File: src/rtl/display_pkg.sv
// Shared constants and helpers for the multiplexed 7-segment scan logic.
package display_pkg;

    localparam int DIGIT_W    = 4;
    localparam int MAX_DIGITS = 8;

    // All anodes dark; result is MAX_DIGITS wide with the low n bits set.
    function automatic logic [MAX_DIGITS-1:0] ANODE_OFF(input int n);
        logic [MAX_DIGITS-1:0] r;
        r = '0;
        for (int i = 0; i < MAX_DIGITS; i++) begin
            if (i < n) begin
                r[i] = 1'b1;
            end
        end
        return r;
    endfunction

    function automatic int IDX_W(input int n);
        return (n <= 2) ? 1 : $clog2(n);
    endfunction

endpackage

File: src/rtl/scan_prescaler.sv
// Free-running power-of-two prescaler; terminal_o is high while the count is all ones.
module scan_prescaler #(
    parameter int DIV_LOG2 = 17
) (
    input  logic                clk_in,
    input  logic                rst_in,
    output logic [DIV_LOG2-1:0] count_o,
    output logic                terminal_o
);

    logic [DIV_LOG2-1:0] count_q;
    logic [DIV_LOG2-1:0] count_d;

    always_comb begin
        count_d = count_q + DIV_LOG2'(1);
    end

    always_ff @(posedge clk_in) begin
        if (rst_in) begin
            count_q <= '0;
        end else begin
            count_q <= count_d;
        end
    end

    assign count_o    = count_q;
    assign terminal_o = &count_q;

endmodule

File: src/rtl/display_scan_ctrl.sv
// Multiplexed digit scanner with frame-synchronous double-buffered value/blank mask.
// Optional brightness control is compiled in with SCAN_DIM_EN.
module display_scan_ctrl
    import display_pkg::*;
#(
    parameter int NUM_DIGITS = 4,
    parameter int DIV_LOG2   = 17
) (
    input  logic                          clk_in,
    input  logic                          rst_in,
    input  logic [DIGIT_W*NUM_DIGITS-1:0] value_in,
    input  logic [NUM_DIGITS-1:0]         blank_in,
    input  logic                          value_load,
    output logic [NUM_DIGITS-1:0]         anode,
    output logic [DIGIT_W-1:0]            digit_code,
    output logic                          scan_tick,
    output logic                          frame_start
`ifdef SCAN_DIM_EN
    ,
    input  logic [3:0]                    duty_in
`endif
);

    localparam int IW = IDX_W(NUM_DIGITS);
    localparam logic [MAX_DIGITS-1:0] OFF_FULL = ANODE_OFF(NUM_DIGITS);
    localparam logic [NUM_DIGITS-1:0] ALL_OFF  = OFF_FULL[NUM_DIGITS-1:0];
    localparam logic [IW-1:0]         IDX_LAST = IW'(NUM_DIGITS - 1);

    logic [DIV_LOG2-1:0] presc_count;
    logic                presc_terminal;

    logic [IW-1:0]                   idx_q, idx_d;
    logic [DIGIT_W*NUM_DIGITS-1:0]   shadow_value_q, shadow_value_d;
    logic [NUM_DIGITS-1:0]           shadow_blank_q, shadow_blank_d;
    logic [DIGIT_W*NUM_DIGITS-1:0]   active_value_q, active_value_d;
    logic [NUM_DIGITS-1:0]           active_blank_q, active_blank_d;
    logic [NUM_DIGITS-1:0]           anode_q, anode_d;
    logic [DIGIT_W-1:0]              code_q, code_d;
    logic                            scan_tick_q, scan_tick_d;
    logic                            frame_start_q, frame_start_d;
    logic [NUM_DIGITS-1:0]           digit_sel;
    logic                            dim_on;

    scan_prescaler #(
        .DIV_LOG2 (DIV_LOG2)
    ) u_prescaler (
        .clk_in     (clk_in),
        .rst_in     (rst_in),
        .count_o    (presc_count),
        .terminal_o (presc_terminal)
    );

`ifdef SCAN_DIM_EN
    assign dim_on = (presc_count[DIV_LOG2-1 -: 4] <= duty_in);
`else
    logic unused_presc_count;
    assign unused_presc_count = ^presc_count;
    assign dim_on = 1'b1;
`endif

    // Index, buffering and strobes. A load coinciding with the swap lands in
    // shadow only; active takes the previous shadow contents.
    always_comb begin
        idx_d          = idx_q;
        scan_tick_d    = 1'b0;
        frame_start_d  = 1'b0;
        shadow_value_d = shadow_value_q;
        shadow_blank_d = shadow_blank_q;
        active_value_d = active_value_q;
        active_blank_d = active_blank_q;
        if (value_load) begin
            shadow_value_d = value_in;
            shadow_blank_d = blank_in;
        end
        if (presc_terminal) begin
            scan_tick_d = 1'b1;
            if (idx_q == IDX_LAST) begin
                idx_d          = '0;
                frame_start_d  = 1'b1;
                active_value_d = shadow_value_q;
                active_blank_d = shadow_blank_q;
            end else begin
                idx_d = idx_q + IW'(1);
            end
        end
    end

    // Bit gi of anode/blank/value belongs to the digit scanned at idx NUM_DIGITS-1-gi.
    for (genvar gi = 0; gi < NUM_DIGITS; gi++) begin : g_digit
        assign digit_sel[gi] = (idx_q == IW'(NUM_DIGITS - 1 - gi));
        assign anode_d[gi]   = ~(digit_sel[gi] & ~active_blank_q[gi] & dim_on);
    end

    always_comb begin
        code_d = '0;
        for (int i = 0; i < NUM_DIGITS; i++) begin
            if (digit_sel[i]) begin
                code_d = active_value_q[DIGIT_W*i +: DIGIT_W];
            end
        end
    end

    always_ff @(posedge clk_in) begin
        if (rst_in) begin
            idx_q          <= '0;
            shadow_value_q <= '0;
            shadow_blank_q <= ALL_OFF;
            active_value_q <= '0;
            active_blank_q <= ALL_OFF;
            anode_q        <= ALL_OFF;
            code_q         <= '0;
            scan_tick_q    <= 1'b0;
            frame_start_q  <= 1'b0;
        end else begin
            idx_q          <= idx_d;
            shadow_value_q <= shadow_value_d;
            shadow_blank_q <= shadow_blank_d;
            active_value_q <= active_value_d;
            active_blank_q <= active_blank_d;
            anode_q        <= anode_d;
            code_q         <= code_d;
            scan_tick_q    <= scan_tick_d;
            frame_start_q  <= frame_start_d;
        end
    end

    assign anode       = anode_q;
    assign digit_code  = code_q;
    assign scan_tick   = scan_tick_q;
    assign frame_start = frame_start_q;

endmodule

File: config.mk
export PLATFORM = sky130hd
export DESIGN_NAME = display_scan_ctrl
export DESIGN_NICKNAME = d
export VERILOG_FILES = /design/src/rtl/display_pkg.sv /design/src/rtl/scan_prescaler.sv /design/src/rtl/display_scan_ctrl.sv
export SDC_FILE = /design/constraint.sdc
export NUM_CORES = 1
export LEC_CHECK = 0
export ABC_AREA = 1
export CAP_MARGIN = 20
export CORE_ASPECT_RATIO = 0.8
export CORE_MARGIN = 2
export CORE_UTILIZATION = 47
export CTS_BUF_LIST = sky130_fd_sc_hd__clkbuf_8
export CTS_CLUSTER_DIAMETER = 80
export CTS_CLUSTER_SIZE = 20
export DETAILED_ROUTE_END_ITERATION = 16
export MAX_ROUTING_LAYER = met4
export PLACE_DENSITY = 0.75
export SYNTH_ARGS = -nofsm -noshare
export SYNTH_HDL_FRONTEND = slang
export SYNTH_SLANG_ARGS = --single-unit
File: constraint.sdc
create_clock -name clk_in -period 2.05 [get_ports clk_in]
set_input_delay 0.41 -clock clk_in [delete_from_list [all_inputs] [get_ports clk_in]]
set_output_delay 0.41 -clock clk_in [all_outputs]
set_load 0.005 [all_outputs]
==> results of run 1 <==
==> metrics by stage <==
stage	hold slack, ns	power [uW]	std cells	worst slack [ns]	utilization
2_1_floorplan	0.4122	1488	375	0.3875	-
3_3_place_gp	0.4297	1552	477	0.2526	0.5485
3_5_place_dp	0.4283	1557	477	0.1695	0.5485
4_1_cts	0.4558	2657	492	0.1274	0.5823
5_1_grt	0.4743	2734	492	0.06775	0.5845
6_report	0.4533	2619	492	0.2713	0.5845
==> kinds of logic (layout without fill, tap and decap cells) <==
logic type,count (synthesis),in the layout
AND/OR/NAND/NOR,175,175
flip-flops,69,69
AO/OA/AOI/OAI,64,64
buffers and inverters,60,96
adder cells (fa/ha/maj),6,6
XOR/XNOR,1,1
==> layout by cell type (no fill, tap or decap), types with 2 or more instances in the layout <==
master	netlist	layout
sky130_fd_sc_hd__nor2_4	1	2
sky130_fd_sc_hd__clkinv_1	2	2
sky130_fd_sc_hd__nor2_1	56	55
sky130_fd_sc_hd__inv_1	42	42
sky130_fd_sc_hd__nand2_2	3	3
sky130_fd_sc_hd__ha_1	6	6
sky130_fd_sc_hd__clkinv_2	0	2
sky130_fd_sc_hd__nor3_1	7	7
sky130_fd_sc_hd__buf_12	0	2
sky130_fd_sc_hd__o21ai_0	24	23
sky130_fd_sc_hd__nand2_1	67	67
sky130_fd_sc_hd__nor2_2	4	4
sky130_fd_sc_hd__dfxtp_1	69	69
sky130_fd_sc_hd__o21a_1	2	2
sky130_fd_sc_hd__clkdlybuf4s50_1	0	32
sky130_fd_sc_hd__clkbuf_8	0	11
sky130_fd_sc_hd__buf_4	2	2
sky130_fd_sc_hd__nand3_1	32	31
sky130_fd_sc_hd__o211ai_1	4	4
sky130_fd_sc_hd__a21oi_1	32	32
==> how the worst max path moves through the flow <==
stage	slack, ns	from	endpoint
finish	0.27	u_prescaler.count_o[0]	idx_q[1]
global route	0.07	u_prescaler.count_o[0]	idx_q[1]
CTS	0.13	u_prescaler.count_o[0]	idx_q[1]
detailed placement	0.17	u_prescaler.count_o[0]	idx_q[1]
global placement	0.25	u_prescaler.count_o[0]	idx_q[1]
floorplan	0.39	u_prescaler.count_o[0]	idx_q[1]
==> power breakdown <==
| part | internal (uW) | total, uW | switching (uW) |
|---|---|---|---|
| clock network | 617 | 1090 | 477 |
| registers | 1370 | 1380 | 11.5 |
| logic | 72.0 | 141 | 69.2 |
| total | 2060 | 2620 | 558 |
==> layout make-up <==
class / instances / area (um^2) / area share
Sequential cell: 69 / 1381 / 0.4019
Multi-Input combinational cell: 246 / 1211 / 0.3524
Timing Repair Buffer: 36 / 375.4 / 0.1092
Inverter: 45 / 168.9 / 0.04914
Clock buffer: 11 / 151.4 / 0.04405
Tap cell: 81 / 101.3 / 0.02949
Clock inverter: 4 / 47.55 / 0.01383
==> timing repair <==
action | in CTS | in global routing
endpoints found under the setup margin | 0 | 3
hold buffers | 0 | 0
setup buffers | 0 | 0
resized for setup | 0 | 4
==> cell usage after synthesis (2+ instances only) <==
| cell type | instances | share of area |
|---|---|---|
| sky130_fd_sc_hd__nand2_2 | 3 | 0.0066 |
| sky130_fd_sc_hd__o211ai_1 | 4 | 0.011 |
| sky130_fd_sc_hd__nor2_2 | 4 | 0.0088 |
| sky130_fd_sc_hd__nor2_1 | 56 | 0.074 |
| sky130_fd_sc_hd__nand2_1 | 67 | 0.089 |
| sky130_fd_sc_hd__inv_1 | 42 | 0.055 |
| sky130_fd_sc_hd__buf_2 | 2 | 0.0035 |
| sky130_fd_sc_hd__o21a_1 | 2 | 0.0053 |
| sky130_fd_sc_hd__dfxtp_1 | 69 | 0.49 |
| sky130_fd_sc_hd__a21oi_1 | 32 | 0.056 |
| sky130_fd_sc_hd__nor3_1 | 7 | 0.012 |
| sky130_fd_sc_hd__clkinv_1 | 2 | 0.0026 |
| sky130_fd_sc_hd__o21ai_0 | 24 | 0.042 |
| sky130_fd_sc_hd__buf_6 | 2 | 0.0079 |
| sky130_fd_sc_hd__clkbuf_1 | 8 | 0.011 |
| sky130_fd_sc_hd__ha_1 | 6 | 0.026 |
| sky130_fd_sc_hd__buf_4 | 2 | 0.0053 |
| sky130_fd_sc_hd__nand3_1 | 32 | 0.056 |
==> tightest hold or removal path, stage by stage, from the launching register on <==
cell and delay (ns):
sky130_fd_sc_hd__dfxtp_1 0.33, sky130_fd_sc_hd__nor2_1 0.05, sky130_fd_sc_hd__nand2_1 0.05
==> metal layers <==
layer | track usage | vias to the layer above
li1 | - | 1262
met1 | 0.2469 | 1049
met2 | 0.2568 | 61
met3 | 0.06154 | 6
met4 | 0.07576 | 0
met5 | - | -
==> state kept, by name, summed over array words and instances (netlist names) <==
name and count:
digit_code 4, active_blank_q 4, idx_q 2, u_prescaler.count_o 17, anode 4, frame_start 1, active_value_q 16, shadow_value_q 16
scan_tick 1, shadow_blank_q 4
==> out/summary.txt, run 1 <==
STA
--------------------------------------------------------------------------------------
Slew of the pin with the lowest slew margin                                  0.4076 ns
Fmax achieved                                                                562.2 MHz
Final critical delay including setup and external delays                      1.779 ns
Worst slew margin relative to its limit                                         0.7261
Final-report max-slew violation count                                                0
Number of endpoints failing setup at the final stage                                 0
RSZ-0062 raised after global routing                                                no
Setup Total Neg Slack                                                             0 ns
Ratio of final minimum period to clock period                                   0.8677
Hold violation total from the final report                                           0
Worst Clk Skew                                                             0.006564 ns

LOGIC SYNTHESIS
--------------------------------------------------------------------------------------
Synthesis warning total                                                              0
Post-Synth Simple-Gate Area                                                     0.2726
Nets in the synthesized netlist                                                    404
Mux cell area share after synthesis                                                  0
Post-synthesis average cell area                                            7.577 um^2
Fraction of registers with async set or reset after synthesis                        0
Count of unique library cells instantiated by Yosys                                 29
Syn Std Cell Area                                                            2841 um^2
Area fraction in compound gates after synthesis                                 0.1198
Area share of fa/ha/maj cells after synthesis                                  0.02642
Synthesized netlist cell count                                                     375
Xor and xnor fraction of the mapped netlist area                              0.003082
Portion of the post-synthesis area used by sequential elements                  0.4861
Flops & latches, synth                                                              69
Most frequently used flop master after synthesis                          sky130_fd_sc_hd__dfxtp_1
Largest family of logic cells by synthesized area                         simple AND/OR/NAND/NOR gates
Number of flops mapped to enable cells by yosys                                      0

CLOCK NETWORK
--------------------------------------------------------------------------------------
Buffers from clock root to sink, at most                                             2
CTS root buf                                                              sky130_fd_sc_hd__clkbuf_8
H-Tree Depth                                                                         3
Clock sink count                                                                    69
Number of clock buffers inserted by TritonCTS                                        9
Clock slew at the register clock pins of the worst setup and hold paths        0.07 ns
Worst-skew pair later-pin latency                                              0.34 ns
TritonCTS clock tree                                                             built

DIE
--------------------------------------------------------------------------------------
Die Outline Area                                                             6687 um^2
Starting density of the core                                                    0.4832
Boundary pin count                                                                  33
Floorplan row count                                                                 25
Core footprint                                                               5881 um^2
Height of the die                                                             73.55 um
Floorplan die width                                                           90.93 um

FINISH
--------------------------------------------------------------------------------------
Number of nets in the layout                                                       436
Ratio of cells with drive above 1 in the final layout                          0.08029
Filler Cell Count                                                                  556
Post-route design area                                                       3437 um^2
Diode count                                                                          0
Area added between synthesis and finish                                         20.96%

CRITICAL PATH
--------------------------------------------------------------------------------------
Required time at the endpoint of the critical path                             2.28 ns
Kind of capture point of the worst setup path                                 register
Ordered cell list for the critical path                                   ha_1, nand2_1, inv_1, nand3_2, nor2_4, nand3_1, nor2_1, ha_1, inv_1, o21ai_1, a21oi_1
Cell count of the worst reg-to-reg path                                             11
Worst R2R Setup Slack                                                          0.27 ns
Setup CP Type                                                             register to register
Critical path startpoint category                                             register
Worst EP arrival                                                               2.01 ns
Slowest stage cell on the critical path                                   sky130_fd_sc_hd__dfxtp_1
Max stage delay on crit path                                                   0.36 ns
Reg-to-Reg Start                                                          u_prescaler.count_o[0]
Cell count along the critical path                                                  11
Worst-path maximum fanout                                                            4
RR Endpoint                                                                   idx_q[1]
Cell family with most CP delay                                            simple AND/OR/NAND/NOR gates
Buffer and inverter count on the worst path                                          2

PLACEMENT
--------------------------------------------------------------------------------------
Placed inst area                                                             3226 um^2
Half-perimeter wire length after detailed placement                           3.832 mm
Routability-driven placement congestion ratio                                   0.8236
IO buf count                                                                        32

FLOW RUN
--------------------------------------------------------------------------------------
Max-cap violations                                                                   0

HOLD PATH
--------------------------------------------------------------------------------------
Worst hold path cell count                                                           2
Hold Crit Start                                                           active_blank_q[0]
Hold Path Class                                                           register to register
Hold-critical path endpoint                                                   anode[0]

GLOBAL ROUTE
--------------------------------------------------------------------------------------
Largest net degree at the start of global routing                                   58
Antenna violations before repair                                                     0
GR Util All Layers                                                              0.1846
Vias in the first global route                                                    2034
First-pass GRT wire length                                                    9.349 mm
GRT Residual Overflow                                                                0

DETAILED ROUTING
--------------------------------------------------------------------------------------
Vias per Instance                                                                4.833
Initial drt markers                                                                220
Amount of wire on met3 after detailed routing                                   253 um
Final antenna-violating net count                                                    0
Met1 layer wirelength in the final routing                                    2.791 mm
Drt first pass iters                                                                 4
Average wire per standard cell                                                11.28 um
Length of routed met2 wiring                                                  2.435 mm
Uppermost metal layer occupied by signal nets                                     met4
Wirelength, routed                                                            5.548 mm
Detailed-route DRC error count                                                       0
Vias post-DR                                                                      2378

POWER
--------------------------------------------------------------------------------------
Lkg Pwr                                                                    0.001412 uW
PwrDens                                                                   762.1 nW/um^2
Worst VDD drop                                                             0.0003817 V

OUTCOME
--------------------------------------------------------------------------------------
Result of the run                                                         finished clean

No activity file was read; power rests on OpenSTA's default activity.
==> inputs of run 2 (changes only) <==
- ABC_AREA: 1 -> default
==> run 2 against run 1 <==
- critical path depth fell by 6
- routed wire length fell by 2.1%
- power increased by 4.3%
- global-route usage shrank 0.77 points
- clock power grew 10%
- via count fell by 14%
- first-iteration DRC count is 55% lower
- largest cell class is now multi-input gates
- largest power group unchanged
==> out/summary.txt, run 2 <==
POWER
--------------------------------------------------------------------------------------
Share of total power consumed by net switching                                  0.2085
Lkg Pwr                                                                    0.001315 uW
Sw Pwr                                                                        569.3 uW
Combinational fraction of design power                                           0.055
PwrDens                                                                   764.8 nW/um^2
Part of the power in the clock network                                           0.438
Cell-internal power                                                            2162 uW
Sequential fraction of design power                                              0.507
Worst VDD drop                                                             0.0003959 V

CLOCK NETWORK
--------------------------------------------------------------------------------------
Clock sink count                                                                    69
Post-cts sizing count                                                                0
H-Tree Depth                                                                         3
Clock slew at the register clock pins of the worst setup and hold paths        0.07 ns
Buffers from clock root to sink, at most                                             2
TritonCTS clock tree                                                             built
Number of clock buffers inserted by TritonCTS                                        9
Worst-skew pair later-pin latency                                              0.34 ns
CTS root buf                                                              sky130_fd_sc_hd__clkbuf_8
Hold Buf Count CTS                                                                   0
Number of setup buffers added after CTS                                              0

GLOBAL ROUTE
--------------------------------------------------------------------------------------
Antenna violations before repair                                                     0
Met2 usage in global routing                                                    0.2595
Most Used Layer, Global Route                                                     met2
Vias in the first global route                                                    1962
First-pass GRT wire length                                                    9.135 mm
GR Util All Layers                                                              0.1769
Met1 Resource Use GR                                                            0.2279
Global-route track usage on met3                                               0.05005
GRT Residual Overflow                                                                0
Largest net degree at the start of global routing                                   35

FINISH
--------------------------------------------------------------------------------------
Number of nets in the layout                                                       354
Max FFs per register                                                                17
Most common cell after layout, fill and taps aside                        sky130_fd_sc_hd__dfxtp_1
Storage element area                                                         1381 um^2
Ratio of cells with drive above 1 in the final layout                           0.1945
Final Instance Count excl. Fillers                                                 410
Diode count                                                                          0
Core occupancy in the finished layout                                           0.5946
Highest-count cells in the layout ignoring fill and taps                  69 x sky130_fd_sc_hd__dfxtp_1, 39 x sky130_fd_sc_hd__nor2_1, 38 x sky130_fd_sc_hd__mux2i_1
Area added between synthesis and finish                                         20.88%
Multi-input logic area                                                       1454 um^2
Filler Cell Count                                                                  511

PLACEMENT
--------------------------------------------------------------------------------------
Total instance count after detailed placement                                      395
Post-place setup slack                                                       0.3242 ns
IO buf count                                                                        32
Routability-driven placement congestion ratio                                   0.8233
Half-perimeter wire length after detailed placement                           3.543 mm

OUTCOME
--------------------------------------------------------------------------------------
Result of the run                                                         finished clean

FLOW RUN
--------------------------------------------------------------------------------------
Max-cap violations                                                                   0

LOGIC SYNTHESIS
--------------------------------------------------------------------------------------
Count leader, synth                                                       sky130_fd_sc_hd__dfxtp_1
Count of unique library cells instantiated by Yosys                                 37
Mux cell area share after synthesis                                             0.1288
Area fraction in compound gates after synthesis                                0.04744
Synthesis warning total                                                              0
Xor and xnor fraction of the mapped netlist area                               0.02965
Flops & latches, synth                                                              69
Portion of the post-synthesis area used by sequential elements                  0.4676
Post-synthesis average cell area                                            10.15 um^2
Library cell occupying the most area in the post-synthesis netlist        sky130_fd_sc_hd__dfxtp_1
Syn Std Cell Area                                                            2954 um^2
Leading post-synthesis cells by cell area                                 sky130_fd_sc_hd__dfxtp_1 47%, sky130_fd_sc_hd__mux2i_1 13%, sky130_fd_sc_hd__or2b_2 8.6%, sky130_fd_sc_hd__nor2_1 5.0%, sky130_fd_sc_hd__ha_1 2.5%
Largest family of logic cells by synthesized area                         simple AND/OR/NAND/NOR gates
Commonest cells post-synth                                                69 x sky130_fd_sc_hd__dfxtp_1, 39 x sky130_fd_sc_hd__nor2_1, 38 x sky130_fd_sc_hd__mux2i_1
Synthesized netlist cell count                                                     291
Area share of fa/ha/maj cells after synthesis                                  0.02541
Fraction of registers with async set or reset after synthesis                        0
Most frequently used flop master after synthesis                          sky130_fd_sc_hd__dfxtp_1
Number of flops mapped to enable cells by yosys                                      0
Yosys top cell area share                                                       0.4676
Nets in the synthesized netlist                                                    320
Post-Synth Simple-Gate Area                                                     0.2609

STA
--------------------------------------------------------------------------------------
RSZ-0062 raised after global routing                                                no
Worst Clk Skew                                                             0.005813 ns
Fmax achieved                                                                573.3 MHz
Slew of the pin with the lowest slew margin                                  0.5588 ns
Worst setup margin                                                           0.3057 ns
Worst slew margin relative to its limit                                         0.6275
Ratio of final minimum period to clock period                                   0.8509
Final-report max-slew violation count                                                0
Setup Total Neg Slack                                                             0 ns
Final critical delay including setup and external delays                      1.744 ns
Hold slack                                                                   0.4492 ns
Number of endpoints failing setup at the final stage                                 0
Hold violation total from the final report                                           0

DETAILED ROUTING
--------------------------------------------------------------------------------------
Detailed-route DRC error count                                                       0
Average wire per standard cell                                                13.25 um
Drt first pass iters                                                                 4
Vias post-DR                                                                      2042
Initial drt markers                                                                 98
Wirelength, routed                                                            5.431 mm
Final antenna-violating net count                                                    0
Vias per Instance                                                                4.980

DIE
--------------------------------------------------------------------------------------
Starting density of the core                                                    0.4919
Height of the die                                                             74.91 um
Boundary pin count                                                                  33
Core footprint                                                               6006 um^2
Die Outline Area                                                             6939 um^2
Floorplan die width                                                           92.64 um
Floorplan row count                                                                 25

CRITICAL PATH
--------------------------------------------------------------------------------------
Required time at the endpoint of the critical path                             2.32 ns
Worst-path maximum fanout                                                           20
Critical path startpoint category                                             register
Worst EP arrival                                                               2.01 ns
Reg-to-Reg Start                                                          u_prescaler.count_o[3]
Cell count of the worst reg-to-reg path                                              5
Setup CP Type                                                             register to register
RR Endpoint                                                               active_value_q[6]
Kind of capture point of the worst setup path                                 register
Worst R2R Setup Slack                                                          0.31 ns

HOLD PATH
--------------------------------------------------------------------------------------
Hold-critical path endpoint                                                   anode[3]
Worst hold path cell count                                                           1
Hold Path Class                                                           register to register
Hold Crit Start                                                           active_blank_q[3]

==> run 2: cell count changes after synthesis, sizes merged, moves of 23 or more <==
cell / change
mux2i: +38
inv: -39
nand2: -57
nand3: -31
nor2: -23
or2b: +32
==> run 2: how the worst max path moves through the flow <==
stage	startpoint	depth (start not counted)	slack, ns	endpoint
floorplan	u_prescaler.count_o[0]	7	0.51	idx_q[1]
CTS	u_prescaler.count_o[3]	5	0.29	active_value_q[6]
global route	u_prescaler.count_o[0]	7	0.10	idx_q[1]
global placement	u_prescaler.count_o[3]	5	0.38	active_value_q[1]
detailed placement	u_prescaler.count_o[7]	5	0.32	active_value_q[1]
finish	u_prescaler.count_o[3]	5	0.31	active_value_q[6]
==> run 2: metal layers <==
metal,wire [um],share of wire,up-vias
li1,-,-,1041
met1,2646,0.49,937
met2,2397,0.44,52
met3,263,0.048,12
met4,123,0.023,0
met5,0,0,-
==> run 2: critical path, stage by stage (launching register included) <==
cell and delay [ns]:
sky130_fd_sc_hd__dfxtp_1 0.43, sky130_fd_sc_hd__nand4_2 0.20, sky130_fd_sc_hd__or3_4 0.40, sky130_fd_sc_hd__nor3_4 0.21
sky130_fd_sc_hd__buf_12 0.21, sky130_fd_sc_hd__mux2i_1 0.21
==> run 2: logic make-up (layout without fill, tap and decap cells) <==
| family | count (synthesis) | after routing |
|---|---|---|
| simple gates | 124 | 124 |
| mux | 38 | 38 |
| compound gates | 24 | 24 |
| buf+inv | 20 | 58 |
| fa+ha+maj | 6 | 6 |
| flops | 69 | 69 |
| xor+xnor | 10 | 10 |
==> run 2: area by class of cell <==
cell class,count,share of cell area
flip-flops and latches,69,0.3868
multi-input cells,202,0.4071
inverters,4,0.004205
well taps,81,0.02838
repair buffers,39,0.1135
clock inverters,5,0.02137
clock buffers,10,0.03854
==> run 2: stage by stage <==
step | instance area (um^2) | total power (uW)
floorplan | 2954 | 1501
global placement | 3357 | 1560
detailed placement | 3357 | 1564
CTS | 3571 | 2755
global route | 3571 | 2836
finish | 3571 | 2731
==> run 2: power groups by stage <==
| stage | Clock, uW | Sequential, uW | Combinational [uW] |
|---|---|---|---|
| global placement | 0 | 1410 | 147 |
| detailed placement | 0 | 1410 | 149 |
| global route | 1280 | 1390 | 164 |
| finish | 1200 | 1380 | 149 |
| floorplan | 0 | 1410 | 91.1 |
| CTS | 1220 | 1380 | 150 |
